### src/rtl/aad_mean_divider_if.sv
// aad_mean_divider_if
//   Handshake bundle for the mean-absolute-difference divider.
//   Operand side : in_valid/in_ready with sum_in (dividend) and count_in (divisor).
//   Result side  : out_valid/out_ready with mean_q, mean_r and div_zero.
//   acc_clr      : one-cycle pulse from the divider to the accumulator.
//   Modports:
//     master - producer/consumer surrounding the divider (drives operands, out_ready)
//     slave  - the divider itself
interface aad_mean_divider_if #(
  parameter int unsigned W = 8
);
  logic         in_valid;
  logic         in_ready;
  logic [W-1:0] sum_in;
  logic [W-1:0] count_in;
  logic         acc_clr;
  logic         out_valid;
  logic         out_ready;
  logic [W-1:0] mean_q;
  logic [W-1:0] mean_r;
  logic         div_zero;

  modport master (
    output in_valid, sum_in, count_in, out_ready,
    input  in_ready, acc_clr, out_valid, mean_q, mean_r, div_zero
  );

  modport slave (
    input  in_valid, sum_in, count_in, out_ready,
    output in_ready, acc_clr, out_valid, mean_q, mean_r, div_zero
  );
endinterface

### src/rtl/aad_mean_divider.sv
// aad_mean_divider
//   Sequential restoring divider at the read end of the absolute-difference
//   accumulator. Takes the accumulated |a-b| sum and the sample count, returns
//   quotient (mean) and remainder, one quotient bit per cycle, and pulses
//   acc_clr the cycle after accepting so the accumulator starts a new window.
//   Ports:
//     clk    - rising-edge clock
//     rst_n  - asynchronous active-low reset
//     bus    - aad_mean_divider_if.slave: in_valid/in_ready/sum_in/count_in,
//              out_valid/out_ready/mean_q/mean_r/div_zero, acc_clr
//   Optional feature:
//     AAD_DIV_ROUND_EN - adds a one-cycle ROUND state that rounds the quotient
//                        to nearest (2*r >= count bumps q, r becomes r-count mod 2^W).
//   Latency: W+1 cycles from accept to out_valid (W+2 with rounding), 1 for count==0.
module aad_mean_divider #(
  parameter int unsigned W = 8
) (
  input logic             clk,
  input logic             rst_n,
  aad_mean_divider_if.slave bus
);

  localparam int unsigned CW = (W > 1) ? $clog2(W) : 1;

  typedef enum logic [1:0] {
    S_IDLE  = 2'd0,
    S_DIV   = 2'd1,
    S_ROUND = 2'd2,
    S_DONE  = 2'd3
  } state_t;

  state_t        state;
  logic [W-1:0]  dividend;   // shifts out dividend bits, shifts in quotient bits
  logic [W-1:0]  divisor;
  logic [W-1:0]  rem;        // partial remainder; always < divisor so W bits suffice
  logic [CW-1:0] cnt;
  logic          acc_clr;
  logic [W-1:0]  mean_q;
  logic [W-1:0]  mean_r;
  logic          div_zero;

  // One restoring step: the W+1 bit shifted remainder is compared against the divisor.
  logic [W:0]    r_shift;
  logic          q_bit;
  logic [W-1:0]  rem_next;
  logic [W-1:0]  q_next;

  always_comb begin
    r_shift  = {rem, dividend[W-1]};
    q_bit    = (r_shift >= {1'b0, divisor});
    rem_next = q_bit ? W'(r_shift - {1'b0, divisor}) : r_shift[W-1:0];
    q_next   = W'({dividend, q_bit});
  end

`ifdef AAD_DIV_ROUND_EN
  logic round_up;

  always_comb begin
    round_up = ({mean_r, 1'b0} >= {1'b0, divisor});
  end
`endif

  assign bus.in_ready  = (state == S_IDLE);
  assign bus.out_valid = (state == S_DONE);
  assign bus.acc_clr   = acc_clr;
  assign bus.mean_q    = mean_q;
  assign bus.mean_r    = mean_r;
  assign bus.div_zero  = div_zero;

  always_ff @(posedge clk or negedge rst_n) begin
    if (!rst_n) begin
      state    <= S_IDLE;
      dividend <= '0;
      divisor  <= '0;
      rem      <= '0;
      cnt      <= '0;
      acc_clr  <= 1'b0;
      mean_q   <= '0;
      mean_r   <= '0;
      div_zero <= 1'b0;
    end else begin
      acc_clr <= 1'b0;
      case (state)
        S_IDLE: begin
          if (bus.in_valid) begin
            dividend <= bus.sum_in;
            divisor  <= bus.count_in;
            rem      <= '0;
            cnt      <= CW'(W - 1);
            acc_clr  <= 1'b1;
            if (bus.count_in == '0) begin
              mean_q   <= '1;
              mean_r   <= bus.sum_in;
              div_zero <= 1'b1;
              state    <= S_DONE;
            end else begin
              div_zero <= 1'b0;
              state    <= S_DIV;
            end
          end
        end

        S_DIV: begin
          dividend <= q_next;
          rem      <= rem_next;
          if (cnt == '0) begin
            // Final step: publish straight from the step logic so DONE follows immediately.
            mean_q <= q_next;
            mean_r <= rem_next;
`ifdef AAD_DIV_ROUND_EN
            state  <= S_ROUND;
`else
            state  <= S_DONE;
`endif
          end else begin
            cnt <= cnt - 1'b1;
          end
        end

`ifdef AAD_DIV_ROUND_EN
        S_ROUND: begin
          if (round_up) begin
            mean_q <= mean_q + 1'b1;
            mean_r <= mean_r - divisor;
          end
          state <= S_DONE;
        end
`endif

        S_DONE: begin
          if (bus.out_ready) begin
            state <= S_IDLE;
          end
        end

        default: state <= S_IDLE;
      endcase
    end
  end

endmodule

### src/flat_wrapper.sv
// flat-port wrapper written by rule: the top's interface ports become plain ports
module aad_mean_divider_flat 
#(
  parameter int unsigned W = 8
)
  (clk, rst_n, bus_in_valid, bus_sum_in, bus_count_in, bus_out_ready, bus_in_ready, bus_acc_clr, bus_out_valid, bus_mean_q, bus_mean_r, bus_div_zero);
  aad_mean_divider_if #(.W(W)) bus_i ();
  input logic clk;
  input logic rst_n;
  input wire logic [$bits(bus_i.in_valid)-1:0] bus_in_valid;
  input wire logic [$bits(bus_i.sum_in)-1:0] bus_sum_in;
  input wire logic [$bits(bus_i.count_in)-1:0] bus_count_in;
  input wire logic [$bits(bus_i.out_ready)-1:0] bus_out_ready;
  output wire logic [$bits(bus_i.in_ready)-1:0] bus_in_ready;
  output wire logic [$bits(bus_i.acc_clr)-1:0] bus_acc_clr;
  output wire logic [$bits(bus_i.out_valid)-1:0] bus_out_valid;
  output wire logic [$bits(bus_i.mean_q)-1:0] bus_mean_q;
  output wire logic [$bits(bus_i.mean_r)-1:0] bus_mean_r;
  output wire logic [$bits(bus_i.div_zero)-1:0] bus_div_zero;
  assign bus_i.in_valid = bus_in_valid;
  assign bus_i.sum_in = bus_sum_in;
  assign bus_i.count_in = bus_count_in;
  assign bus_i.out_ready = bus_out_ready;
  assign bus_in_ready = bus_i.in_ready;
  assign bus_acc_clr = bus_i.acc_clr;
  assign bus_out_valid = bus_i.out_valid;
  assign bus_mean_q = bus_i.mean_q;
  assign bus_mean_r = bus_i.mean_r;
  assign bus_div_zero = bus_i.div_zero;
  aad_mean_divider #(.W(W)) u_core (.clk(clk), .rst_n(rst_n), .bus(bus_i));
endmodule
### config.mk
export PLATFORM = sky130hd
export DESIGN_NAME = aad_mean_divider_flat
export DESIGN_NICKNAME = d
export VERILOG_FILES = /design/src/rtl/aad_mean_divider_if.sv /design/src/rtl/aad_mean_divider.sv /design/src/flat_wrapper.sv
export SDC_FILE = /design/constraint.sdc
export NUM_CORES = 1
export LEC_CHECK = 0
export BUFFER_PORTS_ARGS = -buffer_cell sky130_fd_sc_hd__buf_2
export CORE_MARGIN = 2
export CORE_UTILIZATION = 50
export CTS_BUF_LIST = sky130_fd_sc_hd__clkbuf_4 sky130_fd_sc_hd__clkbuf_8
export DETAILED_ROUTE_END_ITERATION = 10
export PLACE_DENSITY = 0.74
export RECOVER_POWER = 25
export SLEW_MARGIN = 30
export SYNTH_ARGS = -nofsm -noshare
export SYNTH_HDL_FRONTEND = slang
export SYNTH_SLANG_ARGS = --single-unit
### constraint.sdc
create_clock -name clk -period 5.9 [get_ports clk]
set_input_delay 0.59 -clock clk [delete_from_list [all_inputs] [get_ports clk]]
set_output_delay 0.59 -clock clk [all_outputs]
set_load 0.05 [all_outputs]
# After elaboration in Yosys (flattened, before gate mapping)

Cells that the tools add are included.
W data, S select, Z words.

Flip-flop bits (word level): 47
Output and inout bits: 20
Bits of input ports: 20
Word-level logic and storage cells: 52

Order comparisons: 1
Reduce and logical (&&, ||, !) cells: 9
$add $sub $neg: 2
Eq/ne operators: 7
Multiplexer cells: 24

Operators with widths:

| kind                  | number |
|---|---|
| $mux W8               | 9 |
| $pmux W8 S2           | 4 |
| $ge A9 B8 Y1          | 1 |
| $logic_not A8 Y1      | 1 |
| $mux W2               | 4 |
| $sub A8 B8 Y8         | 1 |
| $mux W3               | 2 |
| $ne A2 B2 Y1 const B  | 3 |
| $pmux W2 S3           | 1 |
| $pmux W3 S2           | 1 |
| $reduce_and A3 Y1     | 2 |
| $ne A2 B1 Y1 const B  | 2 |
| $reduce_and A2 Y1     | 2 |
| $reduce_and A4 Y1     | 1 |
| $logic_not A3 Y1      | 1 |
| $mux W1               | 3 |
| $sub A3 B1 Y3 const B | 1 |
| $eq A2 B1 Y1 const B  | 1 |
| $eq A2 B2 Y1 const B  | 1 |
| $logic_not A2 Y1      | 1 |
| $reduce_bool A2 Y1    | 1 |

# Longest topological paths before layout

Depth after elaboration: 4
Mapped depth: 9
Mapped depth without buffers: 9

# Worst setup path before layout

Ideal clock, no wire load.

Path kind: flip-flop to flip-flop
From: reg u_core.state[1]
To: reg u_core.mean_r[1] (netlist: u_core.bus.mean_r[1])
Arrival time: 2.238 ns
Required time: 5.822 ns
Setup slack: 3.584 ns
Setup time: 0.078 ns
Period minus slack after synthesis: 2.316 ns
Stages on the path, launching flop included: 9
Buffers on the path: 1
Path through: dfrtp_1 > nor2_1 > nand2_1 > clkinv_1 > nand3_1 > nand2_1 > buf_2 > o22ai_1 > a21oi_1

Word-level cells in the longest chain between the ends: 3
Elaborated cells on any way between the ends: 8
Those cells by class: eq/ne: 4; mux: 1; reduce/logical: 3

RTL lines:

| what                                                        | line                    | text |
|---|---|---|
| from (decl)                                                 | aad_mean_divider.sv:32  | `state_t state;` |
| from (signal assigned)                                      | aad_mean_divider.sv:72  | `state <= S_IDLE;` |
| from (signal assigned)                                      | aad_mean_divider.sv:95  | `state <= S_DONE;` |
| from (signal assigned)                                      | aad_mean_divider.sv:98  | `state <= S_DIV;` |
| $logic_not A2 Y1 (*)                                        | --                      |  |
| named net bus_in_ready                                      | flat_wrapper.sv:14      | `output wire logic [$bits(bus_i.in_ready)-1:0] bus_in_ready;` |
| $ne A2 B1 Y1 (no source line), or another cell as far along | --                      |  |
| $reduce_and A4 Y1 (no source line)                          | --                      |  |
| to (signal assigned)                                        | aad_mean_divider.sv:93  | `mean_r <= bus.sum_in;` |
| to (signal assigned)                                        | aad_mean_divider.sv:109 | `mean_r <= rem_next;` |
| to (decl)                                                   | aad_mean_divider.sv:39  | `logic [W-1:0] mean_r;` |

Mark *: on every way through the listed nets, which the timed path passes. The rest lies on a longest branch.
A chain may end at the register's enable or synchronous reset.

# Final worst setup path

From: reg u_core.state[1]
To: reg u_core.mean_r[3] (netlist: u_core.bus.mean_r[3])

Word-level cells in the longest chain between the ends: 3
Elaborated cells on any way between the ends: 8
Those cells by class: eq/ne: 4; mux: 1; reduce/logical: 3

RTL lines:

| what                                                        | line                   | text |
|---|---|---|
| $eq A2 B1 Y1 or $logic_not A2 Y1 (tied branches)            | aad_mean_divider.sv:83 | `case (state)` |
| $ne A2 B1 Y1 (no source line), or another cell as far along | --                     |  |
| $reduce_and A4 Y1 (no source line)                          | --                     |  |

Parallel ways exist; a longest one is shown, timed or not.

==> results.tsv <==
stage	metric	value	unit
detailed_routing	via count	1875	
global_route	GRT overflow	0	
floorplan	chip height	72.30	um
global_route	initial antenna violation count	0	
timing	Final TNS setup	0	ns
final_layout	commonest non-fill, non-tap cell in the layout	dfrtp_1	
place	Post-DP Area	0.002566	mm^2
detailed_routing	Avg WL per Cell	14.20	um
critical_path	Worst Setup End Kind	flip-flop	
floorplan	die width	72.30	um
timing	Fmax	408.1	MHz
final_layout	Final nets	317	
critical_path	CP Cell Sequence	nor2_1 -> nand2_1 -> clkinv_1 -> nand3_1 -> nand2_1 -> o22ai_1 -> a21oi_1	
floorplan	Die Area	0.005227	mm^2
timing	RSZ-0062 raised after global routing	false	
critical_path	crit-path max cell delay	0.67	ns
critical_path	Worst Setup SP	u_core.state[1]	
critical_path	most used cell, CP	nand2_1	
critical_path	r2r endpoint	u_core.bus.mean_r[3]	
clock_tree	CTS Root Buffer Type	clkbuf_8	
detailed_routing	DRC	0	
clock_tree	clock buffer depth	2	
detailed_routing	initial drt markers	148	
logic_synthesis	top cell type's share of synthesized area	50.43	%
critical_path	CP startpoint kind	flip-flop	
critical_path	FF-to-FF setup slack	3.45	ns
clock_tree	CTS H-tree depth	2	
clock_tree	CTS clk-pin slew, worst paths	0.09	ns
timing	final worst-path cycle share	41.53	%
final_layout	most frequent cells in the layout	47 x dfrtp_1, 38 x buf_2, 36 x nand2_1	
detailed_routing	post-route ant nets	0	
flow_run	MaxCap Viol Count	1	
clock_tree	Sink Count	47	
logic_synthesis	Mapped Area	0.002332	mm^2
timing	final hold violations	0	
floorplan	Ports	40	
worst_hold_path	Hold WC Path Type	in2reg	
logic_synthesis	#FFs+latches synth	47	
floorplan	row count	24	
logic_synthesis	Synth Instances	248	
place	count of input and output buffers	39	
timing	Final min period	2.450	ns
detailed_routing	DRT Pass-1 Iters	4	
clock_tree	# hold bufs at CTS	0	
detailed_routing	vias per cell	5.531	
timing	slew margin rel.	-63.94	%
logic_synthesis	Yosys top cell by area	dfrtp_1	
critical_path	CP max stage cell	nand2_1	
global_route	vias in the first global route	1740	
critical_path	Worst Path Required	6.13	ns
critical_path	Arrival @ worst endpoint	2.68	ns
logic_synthesis	Synth cell types	37	
critical_path	crit-path max FO	21	
clock_tree	CTS tree	yes	
global_route	first-pass GRT wire length	8217	um
logic_synthesis	Post-Syn Area per Cell	9.404	um^2
place	dpl hpwl	3617	um
final_layout	diode count	0	
critical_path	CP endpoint	u_core.bus.mean_r[3]	
detailed_routing	WL final	4813	um
clock_tree	Worst-Skew Late Latency	0.30	ns
logic_synthesis	Net Count, Synth	279	
global_route	Tot GR Track Use	20.73	%
place	Placer Congestion	0.7837	
logic_synthesis	Synth warnings	0	
timing	Worst-Margin Slew	2.459	ns
clock_tree	cts bufs inserted	5	
floorplan	initial cell density of the core	52.83	%
clock_tree	post-cts resize count	0	
logic_synthesis	Synth area leaders	dfrtp_1 50%, nand2_1 5.8%, ha_1 5.4%, o21ai_0 5.4%, mux2i_1 5.2%	
final_layout	fin util	60.77	%
final_layout	P&R area growth vs syn	15.02	%
timing	Max Clock Skew	0.01084	ns
run_status	violated checks	max-capacitance violations, max-slew violations	
global_route	largest net degree at the start of global routing	48	
critical_path	Crit Path Class	reg2reg	
final_layout	layout cells sized above 1	18.82	%
worst_hold_path	Min-Delay Startpoint	bus_out_ready	
timing	count of pins over their slew limit	48	
timing	final setup fails	0	
floorplan	floorplan core area	0.004414	mm^2
run_status	status	finished, violations left	
clock_tree	postcts setup bufs	0	
critical_path	Reg-to-Reg Start	u_core.state[1]	
critical_path	reg2reg path depth	7	
final_layout	Final Cell Area	0.002683	mm^2
logic_synthesis	sequential cell area fraction in the yosys report	50.43	%
## critical path: cells and delay by family (launching register included)
family | cells | cell delay [ns]
DFF | 1 | 0.42
and+or+nand+nor | 4 | 1.37
buffers and inverters | 1 | 0.24
AOI/OAI and AO/OA | 2 | 0.34
## sequential cells by signal, summed over array words and instances, names as in the netlist, 2 cells and up
signal	count
u_core.dividend	8
u_core.bus.mean_r	8
u_core.cnt	3
u_core.rem	8
u_core.divisor	8
u_core.bus.mean_q	8
u_core.state	2
## synth_stat cells, drive strengths merged
master	n
a211o	1
a211oi	1
a21o	2
a21oi	20
a22oi	1
a41o	1
and2	2
and3	1
buf	3
clkbuf	6
clkinv	1
dfrtp	47
fa	1
ha	10
inv	16
mux2	3
mux2i	12
nand2	36
nand2b	1
nand3	2
nor2	25
nor2b	4
nor3	1
nor3b	1
nor4	2
o211ai	1
o21a	1
o21ai	29
o21bai	1
o22ai	7
o31ai	2
or2	2
xnor2	3
xor2	2
## layer usage
layer  global-route usage, %  up-vias  wire (um)
met5                       0        -          0
met4                   7.338        0         65
met3                   4.583        8        219
met2                   31.70       40       2288
met1                   29.28      899       2240
li1                        -      928          -
## how the worst min path moves through the flow
| stage | endpoint | slack (ns) | depth (start not counted) |
|---|---|---|---|
| detailed placement | u_core.bus.div_zero | 0.47 | 2 |
| floorplan | u_core.bus.acc_clr | 0.29 | 0 |
| CTS | u_core.bus.mean_q[2] | 0.30 | 1 |
| finish | u_core.state[1] | 0.48 | 2 |
| global placement | u_core.cnt[0] | 0.45 | 1 |
| global route | u_core.state[1] | 0.48 | 2 |
## stage by stage
step / hold WS (ns) / worst slack [ns] / cells
floorplan: 0.2944 / 3.584 / 248
global placement: 0.4544 / 3.365 / 331
detailed placement: 0.4659 / 3.278 / 331
CTS: 0.3040 / 3.465 / 339
global route: 0.4847 / 2.938 / 339
finish: 0.4765 / 3.450 / 339
## kinds of logic (layout without fill, tap and decap cells)
kind of cell	count (synthesis)	after routing	synth area share (%)
adders and majority gates	11	11	6.223
DFF	47	47	50.43
and+or+nand+nor	77	77	14.00
buffers and inverters	26	65	4.292
AOI/OAI and AO/OA	67	67	16.58
muxes	15	15	6.599
xor gates and xnor gates	5	5	1.878
## final cells by class
cell class,instances,area [um^2]
inverter,17,63.81
timing repair buffer,40,201.4
clock buffer,6,82.58
multi-input combinational,175,1059
clock inverter,2,35.03
tap,52,65.06
sequential,47,1176
fill,382,1732
Power is left out: the tool's default activity adds up to more than one toggle a clock period on the data nets, which glitch-free logic cannot reach.
